**src/rtl/cc_unit_if.sv**
```systemverilog
// cc_unit_if: bus between the execute stage, the condition-code unit and the
// memory stage.
//   master : upstream/downstream environment (drives in_*, hold_cc, flush, out_ready)
//   slave  : cc_unit (drives in_ready, out_*, cc_q)
// Signals:
//   in_valid/in_ready          execute-stage transfer handshake
//   icode, ifun, alu_s, flags  decoded instruction and adder result/flags
//   dst_e                      execute destination register, 4'hF = none
//   hold_cc, flush             downstream exception / squash controls
//   out_valid/out_ready        memory-stage handshake
//   out_icode, out_val,
//   out_dst_e, out_cnd         registered entry towards memory
//   cc_q                       architectural flags {ZF,SF,OF}
interface cc_unit_if #(
    parameter int WIDTH = 64
);
    logic             in_valid;
    logic             in_ready;
    logic [3:0]       icode;
    logic [3:0]       ifun;
    logic [WIDTH-1:0] alu_s;
    logic             of_in;
    logic             zf_in;
    logic             sf_in;
    logic [3:0]       dst_e;
    logic             hold_cc;
    logic             flush;
    logic             out_valid;
    logic             out_ready;
    logic [3:0]       out_icode;
    logic [WIDTH-1:0] out_val;
    logic [3:0]       out_dst_e;
    logic             out_cnd;
    logic [2:0]       cc_q;

    modport master (
        output in_valid, icode, ifun, alu_s, of_in, zf_in, sf_in, dst_e,
               hold_cc, flush, out_ready,
        input  in_ready, out_valid, out_icode, out_val, out_dst_e, out_cnd, cc_q
    );

    modport slave (
        input  in_valid, icode, ifun, alu_s, of_in, zf_in, sf_in, dst_e,
               hold_cc, flush, out_ready,
        output in_ready, out_valid, out_icode, out_val, out_dst_e, out_cnd, cc_q
    );
endinterface

```
**src/rtl/cc_unit.sv**
```systemverilog
// cc_unit: Y86-64 execute-stage condition-code unit.
// Latches the adder flags into the CC register for OPq, evaluates the jXX /
// cmovXX condition against the CC state before the current instruction, and
// forwards icode, ALU result, (squashed) destination and condition through a
// one-entry registered valid/ready stage.
// Ports:
//   clk    pipeline clock, rising edge
//   rst_n  asynchronous active-low reset
//   bus    cc_unit_if.slave (handshakes, instruction fields, outputs, cc_q)
module cc_unit #(
    parameter int WIDTH = 64
) (
    input logic     clk,
    input logic     rst_n,
    cc_unit_if.slave bus
);
    localparam logic [3:0] IC_CMOV  = 4'h2;
    localparam logic [3:0] IC_OPQ   = 4'h6;
    localparam logic [3:0] IC_JXX   = 4'h7;
    localparam logic [3:0] IC_NOP   = 4'h1;
    localparam logic [3:0] REG_NONE = 4'hF;

    logic [2:0]       cc_q;
    logic             out_valid_q;
    logic [3:0]       out_icode_q;
    logic [WIDTH-1:0] out_val_q;
    logic [3:0]       out_dst_q;
    logic             out_cnd_q;

    logic             in_ready;
    logic             accept;
    logic             zf, sf, of, lt;
    logic             cond;
    logic             cnd;
    logic [3:0]       dst_sq;

    assign {zf, sf, of} = cc_q;
    assign lt           = sf ^ of;

    // Condition uses the flags as they stand before this instruction's update.
    always_comb begin
        cond = 1'b0;
        case (bus.ifun)
            4'h0:    cond = 1'b1;
            4'h1:    cond = lt | zf;
            4'h2:    cond = lt;
            4'h3:    cond = zf;
            4'h4:    cond = ~zf;
            4'h5:    cond = ~lt;
            4'h6:    cond = ~lt & ~zf;
            default: cond = 1'b0;
        endcase
    end

    assign cnd    = ((bus.icode == IC_JXX) || (bus.icode == IC_CMOV)) & cond;
    // A failed cmov must not write back, so its destination becomes "none".
    assign dst_sq = ((bus.icode == IC_CMOV) && !cnd) ? REG_NONE : bus.dst_e;

    // flush blocks input, so accept and flush never coincide.
    assign in_ready = ~bus.flush & (~out_valid_q | bus.out_ready);
    assign accept   = bus.in_valid & in_ready;

    always_ff @(posedge clk or negedge rst_n) begin
        if (!rst_n) begin
            cc_q <= 3'b100;
        end else if (accept && (bus.icode == IC_OPQ) && !bus.hold_cc) begin
            cc_q <= {bus.zf_in, bus.sf_in, bus.of_in};
        end
    end

    always_ff @(posedge clk or negedge rst_n) begin
        if (!rst_n) begin
            out_valid_q <= 1'b0;
            out_icode_q <= IC_NOP;
            out_val_q   <= '0;
            out_dst_q   <= REG_NONE;
            out_cnd_q   <= 1'b0;
        end else if (accept) begin
            out_valid_q <= 1'b1;
            out_icode_q <= bus.icode;
            out_val_q   <= bus.alu_s;
            out_dst_q   <= dst_sq;
            out_cnd_q   <= cnd;
        end else if (bus.flush || bus.out_ready) begin
            out_valid_q <= 1'b0;
        end
    end

    assign bus.in_ready  = in_ready;
    assign bus.out_valid = out_valid_q;
    assign bus.out_icode = out_icode_q;
    assign bus.out_val   = out_val_q;
    assign bus.out_dst_e = out_dst_q;
    assign bus.out_cnd   = out_cnd_q;
    assign bus.cc_q      = cc_q;
endmodule

```
**src/flat_wrapper.sv**
```systemverilog
// flat-port wrapper written by rule: the top's interface ports become plain ports
module cc_unit_flat 
#(
    parameter int WIDTH = 64
)
  (clk, rst_n, bus_in_valid, bus_icode, bus_ifun, bus_alu_s, bus_of_in, bus_zf_in, bus_sf_in, bus_dst_e, bus_hold_cc, bus_flush, bus_out_ready, bus_in_ready, bus_out_valid, bus_out_icode, bus_out_val, bus_out_dst_e, bus_out_cnd, bus_cc_q);
  cc_unit_if #(.WIDTH(WIDTH)) bus_i ();
  input logic clk;
  input logic rst_n;
  input wire logic [$bits(bus_i.in_valid)-1:0] bus_in_valid;
  input wire logic [$bits(bus_i.icode)-1:0] bus_icode;
  input wire logic [$bits(bus_i.ifun)-1:0] bus_ifun;
  input wire logic [$bits(bus_i.alu_s)-1:0] bus_alu_s;
  input wire logic [$bits(bus_i.of_in)-1:0] bus_of_in;
  input wire logic [$bits(bus_i.zf_in)-1:0] bus_zf_in;
  input wire logic [$bits(bus_i.sf_in)-1:0] bus_sf_in;
  input wire logic [$bits(bus_i.dst_e)-1:0] bus_dst_e;
  input wire logic [$bits(bus_i.hold_cc)-1:0] bus_hold_cc;
  input wire logic [$bits(bus_i.flush)-1:0] bus_flush;
  input wire logic [$bits(bus_i.out_ready)-1:0] bus_out_ready;
  output wire logic [$bits(bus_i.in_ready)-1:0] bus_in_ready;
  output wire logic [$bits(bus_i.out_valid)-1:0] bus_out_valid;
  output wire logic [$bits(bus_i.out_icode)-1:0] bus_out_icode;
  output wire logic [$bits(bus_i.out_val)-1:0] bus_out_val;
  output wire logic [$bits(bus_i.out_dst_e)-1:0] bus_out_dst_e;
  output wire logic [$bits(bus_i.out_cnd)-1:0] bus_out_cnd;
  output wire logic [$bits(bus_i.cc_q)-1:0] bus_cc_q;
  assign bus_i.in_valid = bus_in_valid;
  assign bus_i.icode = bus_icode;
  assign bus_i.ifun = bus_ifun;
  assign bus_i.alu_s = bus_alu_s;
  assign bus_i.of_in = bus_of_in;
  assign bus_i.zf_in = bus_zf_in;
  assign bus_i.sf_in = bus_sf_in;
  assign bus_i.dst_e = bus_dst_e;
  assign bus_i.hold_cc = bus_hold_cc;
  assign bus_i.flush = bus_flush;
  assign bus_i.out_ready = bus_out_ready;
  assign bus_in_ready = bus_i.in_ready;
  assign bus_out_valid = bus_i.out_valid;
  assign bus_out_icode = bus_i.out_icode;
  assign bus_out_val = bus_i.out_val;
  assign bus_out_dst_e = bus_i.out_dst_e;
  assign bus_out_cnd = bus_i.out_cnd;
  assign bus_cc_q = bus_i.cc_q;
  cc_unit #(.WIDTH(WIDTH)) u_core (.clk(clk), .rst_n(rst_n), .bus(bus_i));
endmodule
```
**config.mk**
```make
export PLATFORM = sky130hd
export DESIGN_NAME = cc_unit_flat
export DESIGN_NICKNAME = d
export VERILOG_FILES = /design/src/rtl/cc_unit_if.sv /design/src/rtl/cc_unit.sv /design/src/flat_wrapper.sv
export SDC_FILE = /design/constraint.sdc
export NUM_CORES = 1
export LEC_CHECK = 0
export BUFFER_PORTS_ARGS = -buffer_cell sky130_fd_sc_hd__buf_2
export CORE_MARGIN = 4
export CORE_UTILIZATION = 44
export DETAILED_ROUTE_END_ITERATION = 12
export MAX_ROUTING_LAYER = met4
export PLACE_DENSITY_LB_ADDON = 0.2
export RECOVER_POWER = 25
export SYNTH_ARGS = -nofsm -noshare
export SYNTH_HDL_FRONTEND = slang
export SYNTH_SLANG_ARGS = --single-unit
```
**constraint.sdc**
```tcl
create_clock -name clk -period 2 [get_ports clk]
set_input_delay 0.3 -clock clk [delete_from_list [all_inputs] [get_ports clk]]
set_output_delay 0.3 -clock clk [all_outputs]
set_load 0.02 [all_outputs]
```
Word level (Yosys, flattened, before mapping)
Cells that the tools add are included.

Bits of input ports: 85. Logic and storage cells: 39. Output and inout port bits: 78. Register bits after elaboration: 77.

Multiplexer cells: 4. Equality and inequality tests: 9. Reductions and logical operators: 9. Bitwise operators: 11.

Operators by type and width (count): $eq A4 B3 Y1 const B (5); $eq A4 B2 Y1 const B (3); $pmux W1 S7 (1); $and A1 B1 Y1 (4); $eq A4 B1 Y1 const B (1); $logic_not A4 Y1 (1); $mux W4 (1); $not A1 Y1 (4); $logic_and A1 B1 Y1 (3); $logic_not A1 Y1 (2); $logic_or A1 B1 Y1 (2); $mux W1 (2); $or A1 B1 Y1 (2); $reduce_bool A2 Y1 (1); $xor A1 B1 Y1 (1).

Longest topological paths before layout
Word-level depth: 8. Depth in mapped cells: 6. Mapped depth without buffers: 4.

Worst setup path after synthesis
OpenSTA, ideal clock, no wires.

Path kind: register -> register. Start: reg u_core.out_valid_q, in the netlist u_core.bus.out_valid. End: reg u_core.out_icode_q[1], in the netlist u_core.bus.out_icode[1]. Clock period less this slack: 1540 ps. Data required time: 1875 ps. Path buffers: 2. Data arrival time: 1415 ps. Cell stages (with the launch flop): 6. Setup time: 125 ps. Slack: 460 ps. Path through: dfrtp_1 -> nor2b_2 -> nor3_2 -> buf_4 -> buf_4 -> mux2_2.

Cells in the longest elaborated chain, start to end: 4.

Ends and longest elaborated chain: start: declaration (RTL line cc_unit.sv:24) `logic out_valid_q;`; start signal: assignment (RTL line cc_unit.sv:73) `out_valid_q <= 1'b0;`; start signal: assignment (RTL line cc_unit.sv:79) `out_valid_q <= 1'b1;`; start signal: assignment (RTL line cc_unit.sv:85) `out_valid_q <= 1'b0;`; $not A1 Y1 (RTL line cc_unit.sv:60) `assign in_ready = ~bus.flush & (~out_valid_q | bus.out_ready);`; $or A1 B1 Y1 (RTL line cc_unit.sv:60); $and A1 B1 Y1 (RTL line cc_unit.sv:60); $and A1 B1 Y1 (RTL line cc_unit.sv:61) `assign accept = bus.in_valid & in_ready;`; end signal: assignment (RTL line cc_unit.sv:80) `out_icode_q <= bus.icode;`; end: declaration (RTL line cc_unit.sv:25) `logic [3:0] out_icode_q;`.

No other way between the ends. A chain may end at the register's enable or synchronous reset.

Final worst setup path
Start: reg u_core.out_valid_q, in the netlist u_core.bus.out_valid. End: reg u_core.cc_q[1], in the netlist u_core.bus.cc_q[1].

Cells in the longest elaborated chain, start to end: 6.

Ends and longest elaborated chain: $not A1 Y1 (RTL line cc_unit.sv:60); $or A1 B1 Y1 (RTL line cc_unit.sv:60); $and A1 B1 Y1 (RTL line cc_unit.sv:60); $and A1 B1 Y1 (RTL line cc_unit.sv:61); $logic_and A1 B1 Y1 (2 in a row) (RTL line cc_unit.sv:66) `end else if (accept && (bus.icode == IC_OPQ) && !bus.hold_cc) begin`; end signal: assignment (RTL line cc_unit.sv:67) `cc_q <= {bus.zf_in, bus.sf_in, bus.of_in};`; end: declaration (RTL line cc_unit.sv:23) `logic [2:0] cc_q;`.

No other way between the ends.

==> implementation parameters <==
Parameter                              Value

Critical path
  Crit path kind ... flop to flop
  Reg-to-reg critical path startpoint ... u_core.bus.out_valid$_DFFE_PN0P_
  Start point of the critical path ... u_core.bus.out_valid$_DFFE_PN0P_
  Critical Path Sink Type ... flop
  CP required ... 2210 ps
  Crit start category ... flop
  Arrival time at the worst endpoint ... 1920 ps
  Worst Path Max Fanout ... 59

Synthesis
  Synth cell count leaders ... sky130_fd_sc_hd__dfrtp_1, sky130_fd_sc_hd__mux2_2, sky130_fd_sc_hd__buf_4, sky130_fd_sc_hd__inv_1, sky130_fd_sc_hd__dfstp_2
  Synthesized-area fraction occupied by and/or/nand/nor cells ... 2.89%
  Proportion of netlist area held by the largest area contributor ... 58.7%
  Portion of netlist area occupied by mux cells ... 26.4%
  Dominant combinational cell family by area after synthesis ... multiplexers
  Post-synthesis net count ... 278
  Mapped Avg Cell Area ... 15.7 um^2
  Complex-gate fraction of the synthesized area ... 3.39%
  Parity-gate share of the synthesized area counting xor and xnor cells ... 0.579%
  Post-synthesis cell type count ... 24
  Synthesis warning total ... 0
  Commonest register cell after synthesis ... sky130_fd_sc_hd__dfrtp_1
  Post-Synth Adder-Cell Area ... 0%
  Async set-or-reset flop fraction in the synthesized netlist ... 100%
  Post-synthesis sequential element count ... 77
  Largest area contributor in the synthesized netlist ... sky130_fd_sc_hd__dfrtp_1
  Cells after Synth ... 193
  Post-synth EDFFs ... 0
  Combined area of all synthesized cells ... 3030 um^2
  Share of the yosys chip area belonging to registers ... 63.9%
  Cell types occupying the most area after synthesis ... sky130_fd_sc_hd__dfrtp_1, sky130_fd_sc_hd__mux2_2, sky130_fd_sc_hd__dfstp_2

CTS
  Maximum root-to-sink buffer count ... 2
  Clock Pin Slew Worst Setup and Hold Paths ... 80 ps
  Number of H-tree levels ... 3
  Post-cts repair resize count ... 0
  Library cell used as clock root buffer ... sky130_fd_sc_hd__clkbuf_8
  Number of setup buffers added after CTS ... 0
  TritonCTS sink count ... 77
  Number of buffers inserted for hold repair after clock tree synthesis ... 1
  Insertion delay to the later sink of the worst-skew pair ... 330 ps
  Clock tree from TritonCTS ... built
  CTS Buf Count ... 9

Detailed routing
  Number of vias after detailed routing ... 2,183
  Routed wire per std cell ... 15.8 um
  Count of TritonRoute iterations in the first routing pass ... 4
  Via density per instance ... 4.93
  Post-detailed-route count of antenna-violating nets ... 0
  DRC viols ... 0
  Wirelength, routed ... 7020 um
  Iter 0 DRT Violations ... 50

Floorplan
  Io pins ... 163
  Die outline width ... 90.9 um
  Die span in y ... 90.9 um
  Initial core utilization ... 46.6%
  Area of the die ... 8270 um^2
  Placement row count ... 29
  Core region area ... 6490 um^2

Timing
  Worst hold margin ... 164 ps
  Share of the clock period used by the worst path after layout ... 85.5%
  Pins Over Slew Limit ... 0
  Shortest clock period the worst path allows after layout ... 1710 ps
  Number of failing hold endpoints at the final stage ... 0
  Final setup viols ... 0
  Achievable Freq ... 0.584 GHz
  Slew at the pin closest to its max-slew limit ... 1030 ps
  Post-route setup TNS ... 0 ps
  Relative max-transition margin ... 31.1%
  Unrepaired setup endpoints after global routing ... false
  Final setup skew ... 9.89 ps

Job
  Number of max-capacitance violations reported ... 0

Cells and area
  Core occupancy in the finished layout ... 63.6%
  Antenna fix cells ... 0
  Layout area overhead ... 36.5%
  Fraction of final layout cells with drive strength greater than 1 ... 71.0%
  Number of non-filler instances in the completed layout ... 443
  Final non-filler cell area ... 4130 um^2
  Number of nets in the finished design ... 448

Power
  Peak VDD IR ... 0.554 mV
  Cell Pwr Density ... 1010 nW/um^2
  Leakage power of the design ... 0.00206 uW

GRT
  Maximum number of pins on one net before global-route repair ... 60
  Total global routing overflow ... 0
  Total routing resource utilization after global routing ... 18.0%
  Wire length of the first global-routing pass ... 11,500 um
  Via count of the first global-routing pass ... 2,355
  Number of antenna violations at the first check in global routing ... 0

Placed design
  DP HPWL ... 5330 um
  Total cell area at the placement stage ... 3940 um^2
  Post-Place Cells ... 428
  Placer Congestion ... 0.798
  Port buffer count ... 162

Min path
  Hold WC Path Type ... primary input to flop
  Worst hold path startpoint ... bus_dst_e[0]

Outcome
  Run status ... complete, no violations
metrics by stage:
| stage | setup slack (ps) | total power [uW] |
|---|---|---|
| 6_report | 289 | 4170 |
| 5_1_grt | 130 | 4390 |
| 3_3_place_gp | 368 | 3060 |
| 2_1_floorplan | 460 | 2620 |
| 3_5_place_dp | 319 | 3090 |
| 4_1_cts | 299 | 4210 |
report_power, final:
part	switching [uW]	total [uW]	internal, uW	leakage [uW]
sequential	129	1960	1830	0.000904
combinational	619	1090	467	0.00107
clock	529	1120	595	0.0000902
cells in the final DEF, fill, tap and decap left out, types with 2 or more instances in the layout:
cell,synthesis,layout
sky130_fd_sc_hd__inv_1,7,7
sky130_fd_sc_hd__dfrtp_1,71,71
sky130_fd_sc_hd__nor2_1,5,5
sky130_fd_sc_hd__buf_4,7,2
sky130_fd_sc_hd__xor2_1,2,2
sky130_fd_sc_hd__buf_2,1,161
sky130_fd_sc_hd__a21oi_1,4,4
sky130_fd_sc_hd__clkbuf_8,0,10
sky130_fd_sc_hd__nor2b_1,1,2
sky130_fd_sc_hd__clkinvlp_4,0,2
sky130_fd_sc_hd__buf_12,0,2
sky130_fd_sc_hd__mux2_2,71,71
sky130_fd_sc_hd__nand2b_1,2,2
sky130_fd_sc_hd__o22ai_1,4,4
sky130_fd_sc_hd__dfstp_2,6,6
layout make-up:
type	count	area, um^2
Fill cell	525	2360
Sequential cell	77	1930
Multi-Input combinational cell	101	1010
Timing Repair Buffer	167	875
Clock buffer	10	138
Tap cell	77	96.3
Clock inverter	4	50.0
Inverter	7	26.3
critical path, stage by stage (launching register included):
cell and delay, ps:
sky130_fd_sc_hd__dfrtp_1 380, sky130_fd_sc_hd__nor2b_1 190, sky130_fd_sc_hd__nor3_4 180, sky130_fd_sc_hd__buf_12 300, sky130_fd_sc_hd__nand4_2 190, sky130_fd_sc_hd__mux2_2 300
cells by family after synthesis:
| kind of cell | Yosys count |
|---|---|
| compound gates | 14 |
| xor+xnor | 2 |
| buf+inv | 15 |
| flops | 77 |
| mux | 71 |
| simple gates | 14 |
layer usage:
layer	up-vias	track usage, %	wire length (um)
li1	1024	-	-
met1	1035	23.3	3030
met2	110	25.6	3120
met3	14	6.50	702
met4	0	7.41	157
met5	-	-	0
registers in the layout, summed over array words and instances, names as in the netlist:
name,cells
u_core.bus.out_valid,1
u_core.bus.out_icode,4
u_core.bus.out_dst_e,4
u_core.bus.out_cnd,1
u_core.bus.out_val,64
u_core.bus.cc_q,3
worst paths after layout:
path,to,slack (ps),cells after the start
worst max register to register,u_core.bus.cc_q[1]$_DFFE_PN0P_,290,5
worst max-delay path,u_core.bus.cc_q[1]$_DFFE_PN0P_,290,5
worst min register to register,u_core.bus.out_cnd$_DFFE_PN0P_,480,1
max in group asynchronous,u_core.bus.out_dst_e[0]$_DFFE_PN1P_,410,3
worst min-delay path,u_core.bus.out_dst_e[0]$_DFFE_PN1P_,160,3
min in group asynchronous,u_core.bus.out_icode[1]$_DFFE_PN0P_,660,2
No activity file was read; power rests on OpenSTA's default activity.
